$ cat config.mk
export PLATFORM = sky130hd
export DESIGN_NAME = sram_controller
export DESIGN_NICKNAME = d
export VERILOG_FILES = /design/src/rtl/arm_pkg.sv /design/src/rtl/sram_wait_counter.sv /design/src/rtl/sram_controller.sv
export SDC_FILE = /design/constraint.sdc
export NUM_CORES = 1
export LEC_CHECK = 0
export ABC_AREA = 1
export CORE_UTILIZATION = 51
export CTS_CLUSTER_DIAMETER = 120
export DETAILED_ROUTE_END_ITERATION = 8
export PLACE_DENSITY = 0.87
export SYNTH_ARGS = -nofsm -noshare
export SYNTH_HDL_FRONTEND = slang
export SYNTH_SLANG_ARGS = --single-unit
export TNS_END_PERCENT = 5
$ cat constraint.sdc
create_clock -name clk -period 9.75 [get_ports clk]
set_input_delay 2.925 -clock clk [delete_from_list [all_inputs] [get_ports clk]]
set_output_delay 2.925 -clock clk [all_outputs]
set_load 0.1 [all_outputs]
$ cat src/rtl/arm_pkg.sv
// rtl/arm_pkg.sv - shared SRAM controller FSM encoding, widths and timing defaults
package arm_pkg;

  localparam int WAIT_CYCLES_DEFAULT = 2;
  localparam int SRAM_AW             = 18;
  localparam int SRAM_DW             = 16;
  localparam int WAIT_CNT_W          = 4;

  typedef enum logic [1:0] {
    IDLE = 2'd0,
    LO   = 2'd1,
    HI   = 2'd2,
    DONE = 2'd3
  } sram_state_e;

endpackage

$ cat src/rtl/sram_wait_counter.sv
// rtl/sram_wait_counter.sv - per-phase wait counter, tc on the last cycle of a phase
module sram_wait_counter
  import arm_pkg::*;
#(
  parameter int WAIT_CYCLES = WAIT_CYCLES_DEFAULT
) (
  input  logic clk,
  input  logic rst,
  input  logic clear,
  input  logic enable,
  output logic tc
);

  logic [WAIT_CNT_W-1:0] cnt_q;
  logic [WAIT_CNT_W-1:0] cnt_d;

  always_comb begin
    cnt_d = cnt_q;
    if (clear) begin
      cnt_d = '0;
    end else if (enable) begin
      cnt_d = cnt_q + 1'b1;
    end
  end

  always_ff @(posedge clk or posedge rst) begin
    if (rst) begin
      cnt_q <= '0;
    end else begin
      cnt_q <= cnt_d;
    end
  end

  assign tc = enable && (cnt_q == WAIT_CNT_W'(WAIT_CYCLES - 1));

endmodule

$ cat src/rtl/sram_controller.sv
// rtl/sram_controller.sv - 32-bit memory-stage access split into two 16-bit SRAM phases
module sram_controller
  import arm_pkg::*;
#(
  parameter int WAIT_CYCLES = WAIT_CYCLES_DEFAULT
) (
  input  logic               clk,
  input  logic               rst,
  input  logic               mem_read,
  input  logic               mem_write,
  input  logic [31:0]        address,
  input  logic [31:0]        write_data,
  output logic [31:0]        read_data,
  output logic               ready,
  output logic [SRAM_AW-1:0] sram_addr,
  output logic               sram_we_n,
  output logic [SRAM_DW-1:0] sram_dq_out,
  output logic               sram_dq_oe,
  input  logic [SRAM_DW-1:0] sram_dq_in
);

  sram_state_e        state_q, state_d;
  logic [16:0]        addr_q, addr_d;
  logic [31:0]        wdata_q, wdata_d;
  logic               is_write_q, is_write_d;
  logic [SRAM_DW-1:0] rd_lo_q, rd_lo_d;
  logic [31:0]        read_data_q, read_data_d;

  logic req;
  logic in_phase;
  logic phase_tc;
  logic addr_unused;

  assign req         = mem_read | mem_write;
  assign in_phase    = (state_q == LO) || (state_q == HI);
  assign addr_unused = ^{address[31:19], address[1:0]};

  // Clearing on tc restarts the count for the following phase.
  sram_wait_counter #(
    .WAIT_CYCLES(WAIT_CYCLES)
  ) u_wait (
    .clk   (clk),
    .rst   (rst),
    .clear (phase_tc || !in_phase),
    .enable(in_phase),
    .tc    (phase_tc)
  );

  always_comb begin
    state_d     = state_q;
    addr_d      = addr_q;
    wdata_d     = wdata_q;
    is_write_d  = is_write_q;
    rd_lo_d     = rd_lo_q;
    read_data_d = read_data_q;
    case (state_q)
      IDLE: begin
        if (req) begin
          addr_d     = address[18:2];
          wdata_d    = write_data;
          is_write_d = mem_write;
          state_d    = LO;
        end
      end
      LO: begin
        if (phase_tc) begin
          if (!is_write_q) begin
            rd_lo_d = sram_dq_in;
          end
          state_d = HI;
        end
      end
      HI: begin
        // Low half is staged so read_data only ever changes as a whole word.
        if (phase_tc) begin
          if (!is_write_q) begin
            read_data_d = {sram_dq_in, rd_lo_q};
          end
          state_d = DONE;
        end
      end
      DONE: begin
        state_d = IDLE;
      end
      default: begin
        state_d = IDLE;
      end
    endcase
  end

  always_ff @(posedge clk or posedge rst) begin
    if (rst) begin
      state_q     <= IDLE;
      addr_q      <= '0;
      wdata_q     <= '0;
      is_write_q  <= 1'b0;
      rd_lo_q     <= '0;
      read_data_q <= '0;
    end else begin
      state_q     <= state_d;
      addr_q      <= addr_d;
      wdata_q     <= wdata_d;
      is_write_q  <= is_write_d;
      rd_lo_q     <= rd_lo_d;
      read_data_q <= read_data_d;
    end
  end

  // Bus outputs decode straight from state, so reset releases them without a clock.
  always_comb begin
    sram_addr   = '0;
    sram_we_n   = 1'b1;
    sram_dq_out = '0;
    sram_dq_oe  = 1'b0;
    case (state_q)
      LO: begin
        sram_addr = {addr_q, 1'b0};
        if (is_write_q) begin
          sram_we_n   = 1'b0;
          sram_dq_oe  = 1'b1;
          sram_dq_out = wdata_q[15:0];
        end
      end
      HI: begin
        sram_addr = {addr_q, 1'b1};
        if (is_write_q) begin
          sram_we_n   = 1'b0;
          sram_dq_oe  = 1'b1;
          sram_dq_out = wdata_q[31:16];
        end
      end
      default: begin
        sram_addr = '0;
      end
    endcase
  end

  assign ready     = ((state_q == IDLE) && !req) || (state_q == DONE);
  assign read_data = read_data_q;

endmodule
==> run_results.csv, run 1 <==
group,metric,value,unit
logic_synthesis,syn_area,4900,um^2
critical_path,crit_type,"primary input to output pin",
logic_synthesis,synth_area_leaders,"dfrtp_1 53%, nand2_1 16%, o21bai_1 7.3%, inv_1 5.8%, nand3_1 5.3%",
routing,drc,0,
critical_path,reg2reg_to,"state_q[1]$_DFFE_PP0P_",
timing,rsz0062_at_grt,"no",
grt,grt_pass1_vias,4055,
clocking,cts-htree-levels,3,
critical_path,critPathRequiredTime,6.83,ns
routing,vias,4181,
hold_path,hold_start,"wdata_q[29]$_DFFE_PP0P_",
logic_synthesis,yosys_warnings,0,
critical_path,cp_max_fo,4,
logic_synthesis,synth.most_common_cell,"nand2_1",
clocking,cts-resized-gates,0,
logic_synthesis,ys_seq_elements,104,
cells_and_area,multi_input_comb_area,1820,um^2
clocking,cts_tree,"built",
die,core,9280,um^2
routing,vias_per_cell,4.96,
place,gp_congestion,0.849,
clocking,clockBufferDepth,2,
clocking,postCtsHoldBufs,0,
logic_synthesis,yosysTopAreaCell,"dfrtp_1",
routing,routedWlPerCell,13.4,um
timing,tightestPinTransition,1.01,ns
run_status,status,"complete, no violations",
logic_synthesis,synth_ff_type,"dfrtp_1",
logic_synthesis,ys_types,21,
logic_synthesis,syn-num-nets,685,
die,rows,35,
cells_and_area,final-seq-area,2600,um^2
routing,ant_nets,0,
logic_synthesis,syn_inst,594,
timing,max-slew-margin-rel,0.324,
die,fp.dieArea,10000,um^2
grt,grt_max_degree,69,
place,dp_hpwl,7590,um
grt,grt_pass1_wl,19000,um
hold_path,hold_depth,2,
flow_run,cap_violations,0,
grt,overflow,0,
cells_and_area,syn_to_final_growth,32.3,%
critical_path,critPathLaunchType,"primary input",
logic_synthesis,synthTopCellsByCount,"206 x nand2_1, 104 x dfrtp_1, 76 x inv_1",
clocking,cts_setup_buffers,0,
logic_synthesis,synth_seq_area_share,0.531,
timing,fmax,129,MHz
place,io_buffers,137,
die,io-pin-count,153,
critical_path,r2r_slack,6.48,ns
hold_path,hold_path.class,"flop to flop",
critical_path,reg2regPathDepth,8,
routing,drtIter0Drc,168,
timing,timing.final.crit_period,7.74,ns
hold_path,holdPathEnd,"wdata_q[29]$_DFFE_PP0P_",
critical_path,endpoint_kind,"output pin",
routing,first_pass_iters,4,
logic_synthesis,yosysTopAreaCellShare,0.531,
timing,finClkSkew,0.0116,ns
timing,maxSlewViolCount,0,
clocking,clk_latency,0.37,ns
critical_path,arrival,4.81,ns
cells_and_area,drive_above_1_share,0.0364,
die,dieWidth,100,um
timing,post-route-period-util,0.793,
logic_synthesis,synthArstFlopShare,1.00,
cells_and_area,nFillCells,759,
grt,track_usage,0.241,
die,fp.dieH,100,um
logic_synthesis,avgSynthCellArea,8.25,um^2
grt,antenna_found_initial,0,
cells_and_area,layout.nets,801,
timing,fin_tns_setup,0,ns
clocking,clkTransAtPathRegs,0.09,ns
cells_and_area,diodes,0,
timing,setup_viol,0,
logic_synthesis,synth_enable_flop_cells,0,
clocking,cts_made_buffers,9,
clocking,cts.sink_count,104,
critical_path,r2r_start,"state_q[0]$_DFFE_PP0P_",
routing,totalWireLength,11300,um
clocking,cts-root-buf,"clkbuf_8",
die,initial_core_util,0.528,
timing,hold_viol,0,
## cell families after synthesis
| logic type | count (synthesis) | synth area share |
|---|---|---|
| AO/OA/AOI/OAI | 83 | 0.110 |
| AND/OR/NAND/NOR | 284 | 0.237 |
| adder cells (fa/ha/maj) | 7 | 0.0179 |
| buffers and inverters | 114 | 0.101 |
| flip-flops | 104 | 0.531 |
| XOR/XNOR | 2 | 0.00357 |
## per-layer routing
layer | GRT usage | up-vias | share of wire
met5 | 0 | - | 0
met3 | 0.0467 | 10 | 0.058
met1 | 0.331 | 1979 | 0.45
li1 | - | 2054 | -
met4 | 0.0702 | 0 | 0.012
met2 | 0.392 | 138 | 0.48
## worst max path at each step
stage	startpoint	endpoint	slack, ns	depth (start not counted)
2_1_floorplan	mem_read	ready	3.04	3
3_3_place_gp	mem_write	ready	2.02	5
3_5_place_dp	mem_write	ready	2.02	5
4_1_cts	state_q[0]$_DFFE_PP0P_	sram_addr[15]	1.97	7
5_1_grt	state_q[0]$_DFFE_PP0P_	sram_addr[16]	1.59	7
6_report	mem_write	ready	2.01	5
## worst max-delay path, stage by stage
cell	delay (ns)
clkdlybuf4s50_1	0.41
inv_1	0.11
nand3_1	0.14
nand2_1	0.09
clkdlybuf4s50_1	1.13
## layout make-up
type | instances | share of cell area
multi-input combinational | 376 | 0.280
clock buffer | 10 | 0.0197
clock inverter | 5 | 0.0125
sequential | 104 | 0.401
tap | 129 | 0.0249
timing repair buffer | 141 | 0.216
inverter | 78 | 0.0455
## through the flow
| stage | instances | instance area (um^2) | util | hold WS, ns | setup slack [ns] |
|---|---|---|---|---|---|
| final | 843 | 6490 | 0.699 | 0.480 | 2.01 |
| after global placement | 828 | 6280 | 0.676 | 0.455 | 2.02 |
| after floorplan | 594 | 4900 | - | 0.442 | 3.04 |
| after detailed placement | 828 | 6280 | 0.676 | 0.459 | 2.02 |
| after CTS | 843 | 6490 | 0.699 | 0.482 | 1.97 |
| after global routing | 843 | 6490 | 0.699 | 0.500 | 1.59 |
## sequential cells by signal, summed over array words and instances (netlist names)
| register | count |
|---|---|
| is_write_q | 1 |
| u_wait.cnt_q | 4 |
| read_data | 32 |
| state_q | 2 |
| rd_lo_q | 16 |
| wdata_q | 32 |
| addr_q | 17 |
## cells in the final DEF (no fill, tap or decap), drive strengths merged
cell           instances
a21oi                 17
buf                    4
bufinv                 2
clkbuf                10
clkdlybuf4s50        137
clkinv                 3
clkinvlp               1
dfrtp                104
ha                     7
inv                   77
nand2                207
nand3                 53
nand4                  1
nor2                  23
o21ai                 18
o21bai                48
xnor2                  1
xor2                   1
Power of run 1 is not shown: default switching activity piles up to over one toggle a cycle in this logic, so the estimate is an artifact.
==> inputs of run 2 (changes only) <==
- CORE_UTILIZATION: 51 -> 47
- PLACE_DENSITY: 0.87 -> 0.81
- clock period: 9.75 -> 8 ns (I/O delays scaled with it)
==> run_results.csv, run 2 (synthesis gave the netlist of run 1 again) <==
group,metric,value,unit
run_status,status,"complete, no violations",
timing,hold_viol,0,
timing,setup_viol,0,
cells_and_area,syn_to_final_growth,32.1,%
clocking,cts-htree-levels,3,
grt,grt_pass1_wl,18400,um
grt,grt_max_degree,69,
timing,fmax,150,MHz
critical_path,cp_max_fo,4,
critical_path,r2r_slack,5.52,ns
grt,grt_pass1_vias,3936,
die,core,9950,um^2
grt,overflow,0,
clocking,clockBufferDepth,2,
place,gp_congestion,0.857,
clocking,cts-root-buf,"clkbuf_8",
cells_and_area,most-common-layout-cells,"206 x nand2_1, 137 x clkdlybuf4s50_1, 104 x dfrtp_1, 75 x inv_1, 52 x nand3_1",
cells_and_area,final-seq-area,2600,um^2
cells_and_area,layout.nets,802,
place,io_buffers,137,
cells_and_area,layout_commonest_cell,"nand2_1",
place,dp_hpwl,7480,um
clocking,clkTransAtPathRegs,0.08,ns
cells_and_area,diodes,0,
clocking,cts_tree,"built",
grt,antenna_found_initial,0,
routing,vias_per_cell,4.93,
place,dpl.cell_count,833,
timing,finClkSkew,0.0105,ns
cells_and_area,final_cells,848,
critical_path,critPathRequiredTime,5.60,ns
timing,whs,0.478,ns
clocking,cts_made_buffers,9,
routing,drtIter0Drc,199,
flow_run,cap_violations,0,
clocking,cts.sink_count,104,
die,fp.dieArea,10800,um^2
timing,rsz0062_at_grt,"no",
routing,drc,0,
critical_path,critPathLaunchType,"primary input",
timing,post-route-period-util,0.836,
routing,vias,4180,
cells_and_area,drive_above_1_share,0.0378,
critical_path,arrival,4.29,ns
cells_and_area,multi_input_comb_area,1820,um^2
clocking,postCtsHoldBufs,0,
hold_path,hold_path.class,"flop to flop",
timing,tightestPinTransition,1.02,ns
die,fp.dieH,104,um
die,initial_core_util,0.493,
die,rows,36,
timing,layout_setup_ws,1.31,ns
critical_path,endpoint_kind,"output pin",
die,dieWidth,104,um
routing,first_pass_iters,5,
clocking,cts_setup_buffers,0,
grt,track_usage,0.212,
clocking,cts-resized-gates,0,
routing,ant_nets,0,
cells_and_area,nFillCells,815,
clocking,clk_latency,0.37,ns
routing,routedWlPerCell,13.1,um
timing,maxSlewViolCount,0,
timing,max-slew-margin-rel,0.321,
die,io-pin-count,153,
place,place_worst_setup_slack,1.31,ns
timing,timing.final.crit_period,6.69,ns
critical_path,crit_type,"primary input to output pin",
routing,totalWireLength,11100,um
timing,fin_tns_setup,0,ns
-- run 2: cell types whose count changed in the layout (fill, tap and decap cells not counted), sizes merged --
cell      change
buf           +1
bufinv        -1
clkinv        +1
clkinvlp      +1
inv           -1
-- run 2: area by class of cell --
cell class                      count  area share
Clock buffer                       10      0.0197
Timing Repair Buffer              142       0.218
Clock inverter                      5     0.00908
Multi-Input combinational cell    376       0.281
Sequential cell                   104       0.402
Tap cell                          133      0.0257
Inverter                           78      0.0456
-- run 2: path summary, 6_finish.rpt --
kind	from	cells past startpoint	end
max	mem_write	5	ready
min	wdata_q[17]$_DFFE_PP0P_	2	wdata_q[17]$_DFFE_PP0P_
max reg2reg	state_q[0]$_DFFE_PP0P_	8	wdata_q[27]$_DFFE_PP0P_
min reg2reg	wdata_q[17]$_DFFE_PP0P_	2	wdata_q[17]$_DFFE_PP0P_
max in group asynchronous	rst	3	read_data[5]$_DFFE_PP0P_
min in group asynchronous	rst	2	addr_q[8]$_DFFE_PP0P_
-- run 2: critical path, stage by stage --
cell and delay (ns):
clkdlybuf4s50_1 0.41, inv_1 0.11, nand3_1 0.14, nand2_1 0.09, clkdlybuf4s50_1 1.13
-- run 2: metrics by stage --
stage	instance area, um^2	util
global route	6480	0.651
detailed placement	6290	0.632
floorplan	4900	-
global placement	6290	0.632
finish	6480	0.651
CTS	6480	0.651
-- run 2: routing by layer --
| metal | part of all wire | track usage | vias to the layer above |
|---|---|---|---|
| li1 | - | - | 2053 |
| met3 | 0.079 | 0.0558 | 12 |
| met1 | 0.45 | 0.291 | 1956 |
| met4 | 0.013 | 0.0663 | 0 |
| met2 | 0.46 | 0.328 | 159 |
| met5 | 0 | 0 | - |
Power of run 2 is left out for the same reason.
==> inputs of run 3 (changes only) <==
- clock period: 8 -> 6.3 ns (I/O delays scaled with it)
==> run_results.csv, run 3 (synthesis gave the netlist of run 1 again) <==
group,metric,value,unit
run_status,status,"complete, no violations",
critical_path,cp_max_fo,21,
grt,grt_pass1_vias,4202,
clocking,postCtsHoldBufs,0,
cells_and_area,nFillCells,831,
routing,vias_per_cell,4.90,
clocking,cts_setup_buffers,0,
timing,whs,0.480,ns
clocking,clkTransAtPathRegs,0.09,ns
cells_and_area,layout.nets,803,
timing,hold_viol,0,
clocking,cts_tree,"built",
flow_run,cap_violations,0,
clocking,cts.sink_count,104,
clocking,clk_latency,0.35,ns
place,gp_congestion,0.825,
routing,ant_nets,0,
cells_and_area,drive_above_1_share,0.0669,
routing,vias,4167,
die,core,9950,um^2
cells_and_area,syn_to_final_growth,32.2,%
timing,fin_tns_setup,0,ns
timing,timing.final.crit_period,5.25,ns
grt,antenna_found_initial,0,
grt,track_usage,0.219,
routing,drtIter0Drc,152,
die,io-pin-count,153,
hold_path,hold_path.class,"flop to flop",
routing,totalWireLength,11200,um
die,initial_core_util,0.493,
routing,routedWlPerCell,13.1,um
critical_path,critPathRequiredTime,4.41,ns
cells_and_area,most-common-layout-cells,"206 x nand2_1, 119 x clkdlybuf4s50_1, 104 x dfrtp_1, 75 x inv_1, 52 x nand3_1",
grt,grt_pass1_wl,19500,um
clocking,clockBufferDepth,2,
place,io_buffers,137,
cells_and_area,layout_commonest_cell,"nand2_1",
cells_and_area,diodes,0,
cells_and_area,utilization,0.651,
timing,maxSlewViolCount,0,
timing,max-slew-margin-rel,0.313,
grt,overflow,0,
clocking,cts-resized-gates,0,
critical_path,crit_type,"flop to output pin",
grt,grt_max_degree,73,
die,fp.dieH,104,um
die,fp.dieArea,10800,um^2
timing,fmax,191,MHz
timing,setup_viol,0,
place,dp_hpwl,7460,um
critical_path,arrival,3.36,ns
clocking,cts-htree-levels,3,
routing,first_pass_iters,6,
critical_path,endpoint_kind,"output pin",
clocking,cts-root-buf,"clkbuf_8",
clocking,cts_made_buffers,9,
die,rows,36,
routing,drc,0,
die,dieWidth,104,um
critical_path,critPathLaunchType,"flop",
timing,tightestPinTransition,1.03,ns
timing,rsz0062_at_grt,"no",
timing,post-route-period-util,0.833,
timing,finClkSkew,0.0101,ns
## run 3: cell types whose count changed in the layout (fill, tap and decap cells not counted)
cell             delta
clkbuf_1            -1
clkdlybuf4s50_1    -18
clkinv_2            +1
clkbuf_8            +2
buf_4              +19
bufinv_16           +1
clkinvlp_4          -2
## run 3: per-layer routing
| metal | track usage | vias to the layer above | wire, um | share of wire |
|---|---|---|---|---|
| met3 | 0.0476 | 15 | 734 | 0.066 |
| met2 | 0.370 | 160 | 5290 | 0.47 |
| met5 | 0 | - | 0 | 0 |
| met1 | 0.283 | 1933 | 4990 | 0.45 |
| li1 | - | 2059 | - | - |
| met4 | 0.0653 | 0 | 146 | 0.013 |
## run 3: layout make-up
class,count,area (um^2),share of cell area
sequential,104,2600,0.401
clock inverter,5,78.8,0.0122
timing repair buffer,143,1370,0.212
clock buffer,11,151,0.0234
multi-input combinational,376,1820,0.280
tap,133,166,0.0257
inverter,78,295,0.0455
## run 3: critical path, stage by stage (launching register included)
cell and delay [ns]:
dfrtp_1 0.44, inv_1 0.11, ha_1 0.72, clkinv_1 0.71, nand2_1 0.29, nand2_2 0.23
nor2_1 0.18, buf_4 0.31
## run 3: through the flow
stage	cells	instance area, um^2	setup WS, ns
final	850	6480	1.05
after global routing	850	6480	0.748
after CTS	850	6480	0.916
after detailed placement	834	6250	1.32
after global placement	834	6250	1.46
after floorplan	594	4900	1.48
## run 3: worst paths after layout
path / from / endpoint / slack [ns] / depth (start not counted)
setup / recovery: state_q[1]$_DFFE_PP0P_ / sram_addr[17] / 1.05 / 7
hold / removal: wdata_q[19]$_DFFE_PP0P_ / wdata_q[19]$_DFFE_PP0P_ / 0.48 / 2
setup reg to reg: state_q[1]$_DFFE_PP0P_ / state_q[1]$_DFFE_PP0P_ / 3.61 / 8
hold reg to reg: wdata_q[19]$_DFFE_PP0P_ / wdata_q[19]$_DFFE_PP0P_ / 0.48 / 2
max in group asynchronous: rst / read_data[29]$_DFFE_PP0P_ / 3.24 / 3
min in group asynchronous: rst / addr_q[8]$_DFFE_PP0P_ / 2.07 / 2
Power of run 3 is left out for the same reason.
